$ cat src/rtl/sum_acc_pkg.sv
// Shared types and widths for the sum accumulator block.
package sum_acc_pkg;

    // Operand / Sum width and entry-counter width.
    localparam int SUM_W = 4;
    localparam int CNT_W = 3;

    // Round state: accepting entries, or round over with outputs frozen.
    typedef enum logic [0:0] {
        ACCUM = 1'b0,
        HOLD  = 1'b1
    } acc_state_e;

endpackage : sum_acc_pkg

$ cat src/rtl/sum_accumulator_if.sv
// Switch/button inputs and result outputs of the sum accumulator.
interface sum_accumulator_if
    import sum_acc_pkg::*;
#(
    parameter int WIDTH = SUM_W
);
    logic [WIDTH-1:0] Operand;
    logic             Enter;
    logic             Clear;
    logic [WIDTH-1:0] Sum;
    logic [CNT_W-1:0] EntryCount;
    logic             Done;
    logic             Overflow;

    // Stimulus side: drives operand and pulses, observes results.
    modport master (
        output Operand, Enter, Clear,
        input  Sum, EntryCount, Done, Overflow
    );

    // Accumulator side.
    modport slave (
        input  Operand, Enter, Clear,
        output Sum, EntryCount, Done, Overflow
    );
endinterface : sum_accumulator_if

$ cat src/rtl/sum_accumulator_entry_counter.sv
// Entries-per-round counter: sync clear, count enable, terminal flag when
// the next accepted entry would be the last one allowed.
module entry_counter
    import sum_acc_pkg::*;
#(
    parameter int CW          = CNT_W,
    parameter int MAX_ENTRIES = 4
) (
    input  logic          clk,
    input  logic          rst,
    input  logic          clr,
    input  logic          en,
    output logic [CW-1:0] count,
    output logic          terminal
);
    localparam logic [CW-1:0] LAST_IDX = CW'(MAX_ENTRIES - 1);
    localparam logic [CW-1:0] ONE      = {{(CW-1){1'b0}}, 1'b1};

    logic [CW-1:0] count_q;
    logic [CW-1:0] count_d;

    // Next count: clear has priority over increment.
    always_comb begin
        count_d = count_q;
        if (clr) begin
            count_d = '0;
        end else if (en) begin
            count_d = count_q + ONE;
        end else begin
            count_d = count_q;
        end
    end

    // Count register with asynchronous reset.
    always_ff @(posedge clk or posedge rst) begin
        if (rst) begin
            count_q <= '0;
        end else begin
            count_q <= count_d;
        end
    end

    assign count    = count_q;
    assign terminal = (count_q == LAST_IDX);

endmodule : entry_counter

$ cat src/rtl/sum_accumulator.sv
// Running-sum accumulator: adds one switch operand per Enter pulse and ends
// the round on target hit, entry limit or overflow; Clear starts a new round.
module sum_accumulator
    import sum_acc_pkg::*;
#(
    parameter int WIDTH       = SUM_W,
    parameter int TARGET      = 15,
    parameter int MAX_ENTRIES = 4
) (
    input logic              clk,
    input logic              rst,
    sum_accumulator_if.slave bus
);
    localparam logic [WIDTH:0] TARGET_EXT = (WIDTH + 1)'(TARGET);

    acc_state_e       state_q, state_d;
    logic [WIDTH-1:0] sum_q, sum_d;
    logic             done_q, done_d;
    logic             ovf_q, ovf_d;
    logic             cnt_en_s;
    logic             cnt_clr_s;
    logic             cnt_last_s;
    logic [CNT_W-1:0] cnt_s;
    logic [WIDTH:0]   sum_ext_s;

    // Carry-extended sum so overflow is detected instead of wrapping.
    assign sum_ext_s = {1'b0, sum_q} + {1'b0, bus.Operand};

    entry_counter #(
        .CW          (CNT_W),
        .MAX_ENTRIES (MAX_ENTRIES)
    ) u_entry_counter (
        .clk      (clk),
        .rst      (rst),
        .clr      (cnt_clr_s),
        .en       (cnt_en_s),
        .count    (cnt_s),
        .terminal (cnt_last_s)
    );

    // Round FSM: next state, next sum and status flags; Clear beats Enter.
    always_comb begin
        state_d   = state_q;
        sum_d     = sum_q;
        done_d    = done_q;
        ovf_d     = ovf_q;
        cnt_en_s  = 1'b0;
        cnt_clr_s = 1'b0;
        if (bus.Clear) begin
            state_d   = ACCUM;
            sum_d     = '0;
            done_d    = 1'b0;
            ovf_d     = 1'b0;
            cnt_clr_s = 1'b1;
        end else begin
            case (state_q)
                ACCUM: begin
                    if (bus.Enter) begin
                        if (sum_ext_s[WIDTH]) begin
                            // Reject the entry: Sum and count stay put.
                            ovf_d   = 1'b1;
                            done_d  = 1'b1;
                            state_d = HOLD;
                        end else begin
                            sum_d    = sum_ext_s[WIDTH-1:0];
                            cnt_en_s = 1'b1;
                            if ((sum_ext_s == TARGET_EXT) || cnt_last_s) begin
                                done_d  = 1'b1;
                                state_d = HOLD;
                            end else begin
                                state_d = ACCUM;
                            end
                        end
                    end else begin
                        state_d = ACCUM;
                    end
                end
                HOLD: begin
                    state_d = HOLD;
                end
                default: begin
                    state_d = ACCUM;
                end
            endcase
        end
    end

    // State and output registers with asynchronous reset.
    always_ff @(posedge clk or posedge rst) begin
        if (rst) begin
            state_q <= ACCUM;
            sum_q   <= '0;
            done_q  <= 1'b0;
            ovf_q   <= 1'b0;
        end else begin
            state_q <= state_d;
            sum_q   <= sum_d;
            done_q  <= done_d;
            ovf_q   <= ovf_d;
        end
    end

    assign bus.Sum        = sum_q;
    assign bus.EntryCount = cnt_s;
    assign bus.Done       = done_q;
    assign bus.Overflow   = ovf_q;

endmodule : sum_accumulator
$ cat src/flat_wrapper.sv
// flat-port wrapper written by rule: the top's interface ports become plain ports
module sum_accumulator_flat import sum_acc_pkg::*;
#(
    parameter int WIDTH       = SUM_W,
    parameter int TARGET      = 15,
    parameter int MAX_ENTRIES = 4
)
  (clk, rst, bus_Operand, bus_Enter, bus_Clear, bus_Sum, bus_EntryCount, bus_Done, bus_Overflow);
  sum_accumulator_if #(.WIDTH(WIDTH)) bus_i ();
  input logic clk;
  input logic rst;
  input wire logic [$bits(bus_i.Operand)-1:0] bus_Operand;
  input wire logic [$bits(bus_i.Enter)-1:0] bus_Enter;
  input wire logic [$bits(bus_i.Clear)-1:0] bus_Clear;
  output wire logic [$bits(bus_i.Sum)-1:0] bus_Sum;
  output wire logic [$bits(bus_i.EntryCount)-1:0] bus_EntryCount;
  output wire logic [$bits(bus_i.Done)-1:0] bus_Done;
  output wire logic [$bits(bus_i.Overflow)-1:0] bus_Overflow;
  assign bus_i.Operand = bus_Operand;
  assign bus_i.Enter = bus_Enter;
  assign bus_i.Clear = bus_Clear;
  assign bus_Sum = bus_i.Sum;
  assign bus_EntryCount = bus_i.EntryCount;
  assign bus_Done = bus_i.Done;
  assign bus_Overflow = bus_i.Overflow;
  sum_accumulator #(.WIDTH(WIDTH), .TARGET(TARGET), .MAX_ENTRIES(MAX_ENTRIES)) u_core (.clk(clk), .rst(rst), .bus(bus_i));
endmodule
$ cat config.mk
export PLATFORM = sky130hd
export DESIGN_NAME = sum_accumulator_flat
export DESIGN_NICKNAME = d
export VERILOG_FILES = /design/src/rtl/sum_acc_pkg.sv /design/src/rtl/sum_accumulator_if.sv /design/src/rtl/sum_accumulator_entry_counter.sv /design/src/rtl/sum_accumulator.sv /design/src/flat_wrapper.sv
export SDC_FILE = /design/constraint.sdc
export NUM_CORES = 1
export LEC_CHECK = 0
export CAP_MARGIN = 5
export CORE_MARGIN = 3
export CORE_UTILIZATION = 41
export CTS_CLUSTER_DIAMETER = 30
export CTS_CLUSTER_SIZE = 40
export DETAILED_ROUTE_END_ITERATION = 8
export GPL_TIMING_DRIVEN = 0
export PLACE_DENSITY = 0.79
export SYNTH_ARGS = -nofsm -noshare
export SYNTH_HDL_FRONTEND = slang
export SYNTH_SLANG_ARGS = --single-unit
$ cat constraint.sdc
create_clock -name clk -period 1.8 [get_ports clk]
set_input_delay 0.36 -clock clk [delete_from_list [all_inputs] [get_ports clk]]
set_output_delay 0.36 -clock clk [all_outputs]
set_load 0.02 [all_outputs]
## Word-level counts from Yosys, hierarchy flattened

Index checks and enable logic that the tools add are counted.

- Register bits after elaboration: 10
- Bits in read-only memories: 0
- Output and inout port bits: 9
- Memories kept: 0
- Bits in latches: 0
- RAM bits: 0

- Muxes and demuxes: 25
- Add/sub/neg operators: 2
- Multipliers: 0
- Shift-type cells: 0
- Reduce and logical (&&, ||, !) cells: 8
- Div/mod/pow operators: 0
- Bitwise operators: 1
- $lt $le $gt $ge: 0
- Eq/ne operators: 4

Operators with widths:

| kind | count |
|---|---|
| 1-bit two-way mux | 18 |
| 4-bit two-way mux | 4 |
| 3-bit AND reduction | 3 |
| 3-bit two-way mux | 2 |
| 2-bit nonzero test | 3 |
| 4-bit by 4-bit adder with 5-bit output | 1 |
| 5-bit by 4-bit equality test with 1-bit output, second input constant | 1 |
| 2-bit inequality test, second input constant | 2 |
| 3-bit by 1-bit adder with 3-bit output, second input constant | 1 |
| 3-bit by 2-bit equality test with 1-bit output, second input constant | 1 |
| 3-bit nonzero test | 1 |
| 1-bit case mux with 2 select lines | 1 |
| 1-bit logical OR | 1 |
| 1-bit NOT | 1 |

## Longest topological paths before layout

- Word-level depth: 8
- Depth in mapped cells: 8
- Depth with buffers taken out: 7

## Cells and area by module

A second synthesis with hierarchy kept.

- Cells, all modules: 65
- Area, all modules: 636.9 um2

Modules (own cells, without submodules):

| module | cells each | area an instance (um2) | sequential area each (um2) | times used |
|---|---|---|---|---|
| sum_accumulator | 52 | 491.7 | 175.2 | 1 |
| entry_counter | 13 | 145.1 | 75.1 | 1 |

## Least setup slack after synthesis

No wires, ideal clock.

- Path type: reg2reg
- Start: reg u_core.sum_q[0], in the netlist u_core.bus.Sum[0]
- End: reg u_core.sum_q[1], in the netlist u_core.bus.Sum[1]
- Data arrival time: 1.757 ns
- Buffers on the path: 1
- Stages on the path, launching flop included: 9
- Required time: 1.706 ns
- Slack: -0.051 ns
- Cell sequence: dfrtp_1 ha_1 inv_1 fa_1 nand2b_1 a21oi_2 buf_6 nor2_1 a211oi_1

- Longest elaborated chain between the ends: 5
- Elaborated cells on any way between the ends: 7
- Those cells by class: add/sub (1); eq/ne (1); mux (4); reduce/logical (1)

Ends and longest elaborated chain:

| element | line | source |
|---|---|---|
| start: declaration | sum_accumulator.sv:17 | `logic [WIDTH-1:0] sum_q, sum_d;` |
| start signal: assignment | sum_accumulator.sv:97 | `sum_q <= sum_d;` |
| 4-bit by 4-bit adder with 5-bit output (*) | sum_accumulator.sv:27 | `assign sum_ext_s = {1'b0, sum_q} + {1'b0, bus.Operand};` |
| 4-bit two-way mux | sum_accumulator.sv:59 | `if (sum_ext_s[WIDTH]) begin` |
| 4-bit two-way mux | sum_accumulator.sv:58 | `if (bus.Enter) begin` |
| 4-bit two-way mux | sum_accumulator.sv:56 | `case (state_q)` |
| 4-bit two-way mux | sum_accumulator.sv:49 | `if (bus.Clear) begin` |

Mark *: on every way between the ends. The rest lies on a longest branch, timed or not. The select of a mux whose other input is x is not followed.
A chain may end at the register's enable or synchronous reset.

## Worst setup path after layout

- Start: reg u_core.sum_q[1], in the netlist u_core.bus.Sum[1]
- End: reg u_core.done_q, in the netlist u_core.bus.Done

- Longest elaborated chain between the ends: 5
- Elaborated cells on any way between the ends: 9
- Those cells by class: add/sub (1); eq/ne (1); mux (4); reduce/logical (3)

Ends and longest elaborated chain:

| element | line | source |
|---|---|---|
| 4-bit by 4-bit adder with 5-bit output (*) | sum_accumulator.sv:27 |  |
| 5-bit by 4-bit equality test with 1-bit output / 1-bit two-way mux (equally long branches) | sum_accumulator.sv:67, sum_accumulator.sv:59 |  |
| 1-bit logical OR / 1-bit two-way mux (equally long branches) | sum_accumulator.sv:67, sum_accumulator.sv:58 |  |
| 3-bit nonzero test (no source line) / 1-bit two-way mux (equally long branches) | - |  |
| 3-bit AND reduction (no source line) / 1-bit two-way mux (equally long branches) | - |  |
| end signal: assignment | sum_accumulator.sv:98 | `done_q <= done_d;` |
| end: declaration | sum_accumulator.sv:18 | `logic done_q, done_d;` |

Marks and branches as above.

==> results.md <==
- Post-synthesis mux area share: 0
- Static Leakage: approximately 0.42 nW
- Relative slew slack: 0.723
- Placer Congestion: 0.737
- Critical path class: reg -> reg
- Initial antenna violation count: 0
- CTS tree: built
- EDFF count, synth: 0
- Detail Placement HPWL: 1050 um
- Crit path from: u_core.bus.Sum[1]
- Largest net degree at the start of global routing: 11
- Full die area: 2050 sq um
- WP data required: 1.96 ns
- CP startpoint kind: flop
- Vias in the first global route: 620
- Placed Cells: 97
- Max Root-Sink Buffers: 2
- Unrepaired setup endpoints after global routing: yes
- Top-area cell type share of the netlist area: 0.396
- Clock sink total: 10
- FF+latch area: 251 sq um
- Max-cap violations: 0
- Clock Skew: 0.00478 ns
- Remaining Overflow, GRT: 0
- Top cells by area, synth: dfrtp_1 (40%), ha_1 (12%), a21oi_1 (6.3%), o21ai_0 (4.8%), a211oi_1 (4.8%)
- Main combinational cell family by area after synthesis: compound AO/OA/AOI/OAI gates
- Compound-gate portion of the synthesized area: 0.198
- Fin util: 0.705
- Setup ws final: 0.0108 ns
- Clock slew at the register clock pins of the worst setup and hold paths: around 0.070 ns
- Wire per inst: 16.1 um
- Via density: between 5 and 6
- Worst setup EP type: flop
- P&R area growth vs syn: 52.5%
- Non-filler cells, final: between 100 and 150
- Final ANT Viol Nets: 0
- Worst slack, placed: -0.544 ns
- DRT iter0 DRCs: 23
- Ys async rst share: 1.00
- Fraction of layout cells with a size suffix above 1: 0.367
- Cell Area, Synth: 632 sq um
- Die height: ~45 um
- Worst Tran Pin Value: 0.415 ns
- Worst path cell trace: buf_4, ha_1, and3_1, or3_1, nand3_2, a211oi_2
- DRC Markers: 0
- Fin crit share: 0.994
- Arrival time worst endpoint: 1.94 ns
- Hold Startpoint: bus_Clear
- Tmin final: 1.79 ns
- TritonCTS Buffers: 3
- Setup TNS: 0 ns
- Seq cells post-synth: 10
- Maximum vdd drop: 0.000736 V
- Pwr dens: 977 nW/um^2
- Design area: 963 sq um
- CTS H-Tree Depth: 1
- Outcome: completed
- Seq/Total Area, Yosys: 0.396
- Post-Synth XOR/XNOR Area: 0.0139
- Router iterations before antenna repair: 3
- Initial Util: 0.462
- Primary FF master, synth: dfrtp_1
- Tot GR Track Use: 0.189
- Slowest cell on the critical path: dfrtp_1
- Slew Viols, Final: 0
- PortBufs: 15
- Nets: 106
- Worst Hold Class: in -> reg
- Global-route wire length before repair: 2740 um
- Root buf cell: clkbuf_4
- Fmax: 559 MHz
- Total number of vias: 582
- Reg-to-Reg Start: u_core.bus.Sum[1]
- Area of the core: 1370 sq um
- Final hold violation count: 0
- Max stage delay on crit path: 0.41 ns
- Yosys warning total: 0
- Largest fanout on the critical path: 4
- Syn Nets: 82
- Final WL: 1690 um
- Final setup vio count: 0
- Num rows: 13
- Top cell type by total area after synthesis: dfrtp_1
- Die span in x: 45.3 um
- Clock Latency Late Sink: approximately 0.27 ns
- Avg Cell Area, Syn: 9.43 sq um
- Post-synthesis adder-cell area fraction: 0.150
- Area of the multi-input gates: 434 sq um
- Count of cell types in the netlist: 25
- Antenna Cells: 0
- Final-layout fill cell count: 103
- Synth Area in Simple Gates: 0.176
- Cells after synthesis: 67
- I/O pins: 17
- DP Area: 802 sq um
per-stage QoR:
step | hold WS (ns) | total power (W)
2_1_floorplan | 0.200 | 0.000501
3_3_place_gp | 0.482 | 0.000610
3_5_place_dp | 0.496 | 0.000621
4_1_cts | 0.325 | 0.000898
5_1_grt | 0.327 | 0.000998
6_report | 0.328 | 0.000942
placed cells by master (no fill, tap or decap), types with 2 or more instances in the layout:
cell type | netlist | routed
clkdlybuf4s50_1 | 0 | 13
or3_4 | 0 | 2
a21oi_2 | 1 | 2
dlygate4sd2_1 | 0 | 2
ha_1 | 6 | 4
a21oi_1 | 8 | 6
nor2_1 | 4 | 3
o21ai_0 | 6 | 5
buf_4 | 1 | 4
a211oi_2 | 0 | 4
clkbuf_4 | 0 | 3
dfrtp_1 | 10 | 9
inv_1 | 5 | 4
nor2_2 | 2 | 3
buf_6 | 1 | 2
nand3_1 | 3 | 2
cell usage after synthesis (all sizes together) (2+ instances only):
library cell / instances
nand3: 3
buf: 2
nor3: 2
a211oi: 4
a21o: 2
ha: 6
or3: 3
nand2b: 2
inv: 5
nor2: 6
a21oi: 9
o21ai: 6
dfrtp: 10
final timing paths:
kind | endpoint | slack, ns | cells past startpoint
worst min-delay path | u_core.bus.Sum[2] | 0.33 | 2
worst min register to register | u_core.bus.Overflow | 0.52 | 2
worst max register to register | u_core.bus.Done | 0.01 | 6
min in group asynchronous | u_core.u_entry_counter.count[0] | 0.37 | 2
worst max-delay path | u_core.bus.Done | 0.01 | 6
max in group asynchronous | u_core.bus.Sum[0] | 1.12 | 2
logic make-up after synthesis:
family,after synthesis
xor+xnor,1
buf+inv,8
compound gates,21
fa+ha+maj,7
simple gates,20
flops,10
metal layers:
| metal | vias up | track usage | wire [um] |
|---|---|---|---|
| met3 | 2 | 0.0837 | 76 |
| met1 | 285 | 0.224 | 714 |
| met5 | - | 0 | 0 |
| li1 | 281 | - | - |
| met4 | 0 | 0.0760 | 10 |
| met2 | 14 | 0.297 | 891 |
power by group:
part	internal, W	switching, W
Combinational	0.000215	0.000226
Sequential	0.000258	0.0000311
Clock	0.000123	0.0000891
sequential cells by signal (all words and copies together), names as in the netlist:
| signal | flops |
|---|---|
| u_core.bus.Sum | 4 |
| u_core.u_entry_counter.count | 3 |
| u_core.bus.Done | 1 |
| u_core.bus.Overflow | 1 |
| u_core.state_q | 1 |
final cells by class:
| type | instances | share of cell area |
|---|---|---|
| Tap cell | 15 | 0.0195 |
| Sequential cell | 10 | 0.261 |
| Clock buffer | 4 | 0.0377 |
| Multi-Input combinational cell | 49 | 0.451 |
| Timing Repair Buffer | 19 | 0.188 |
| Buffer | 3 | 0.0234 |
| Inverter | 5 | 0.0195 |
what timing repair did:
item	4_1_cts	5_1_grt
gates resized for setup	19	6
hold buffers	0	0
buffers inserted	1	2
pin swaps	10	7
setup endpoints to repair	10	9
gates cloned	1	0
worst max-delay path: cells and delay by family, from the launching register on:
kind                     cells  cell delay [ns]
AO/OA/AOI/OAI                1             0.07
buffers and inverters        1             0.15
adder cells (fa/ha/maj)      1             0.30
flip-flops                   1             0.41
AND/OR/NAND/NOR              3             0.74
No activity file was read; power rests on OpenSTA's default activity.
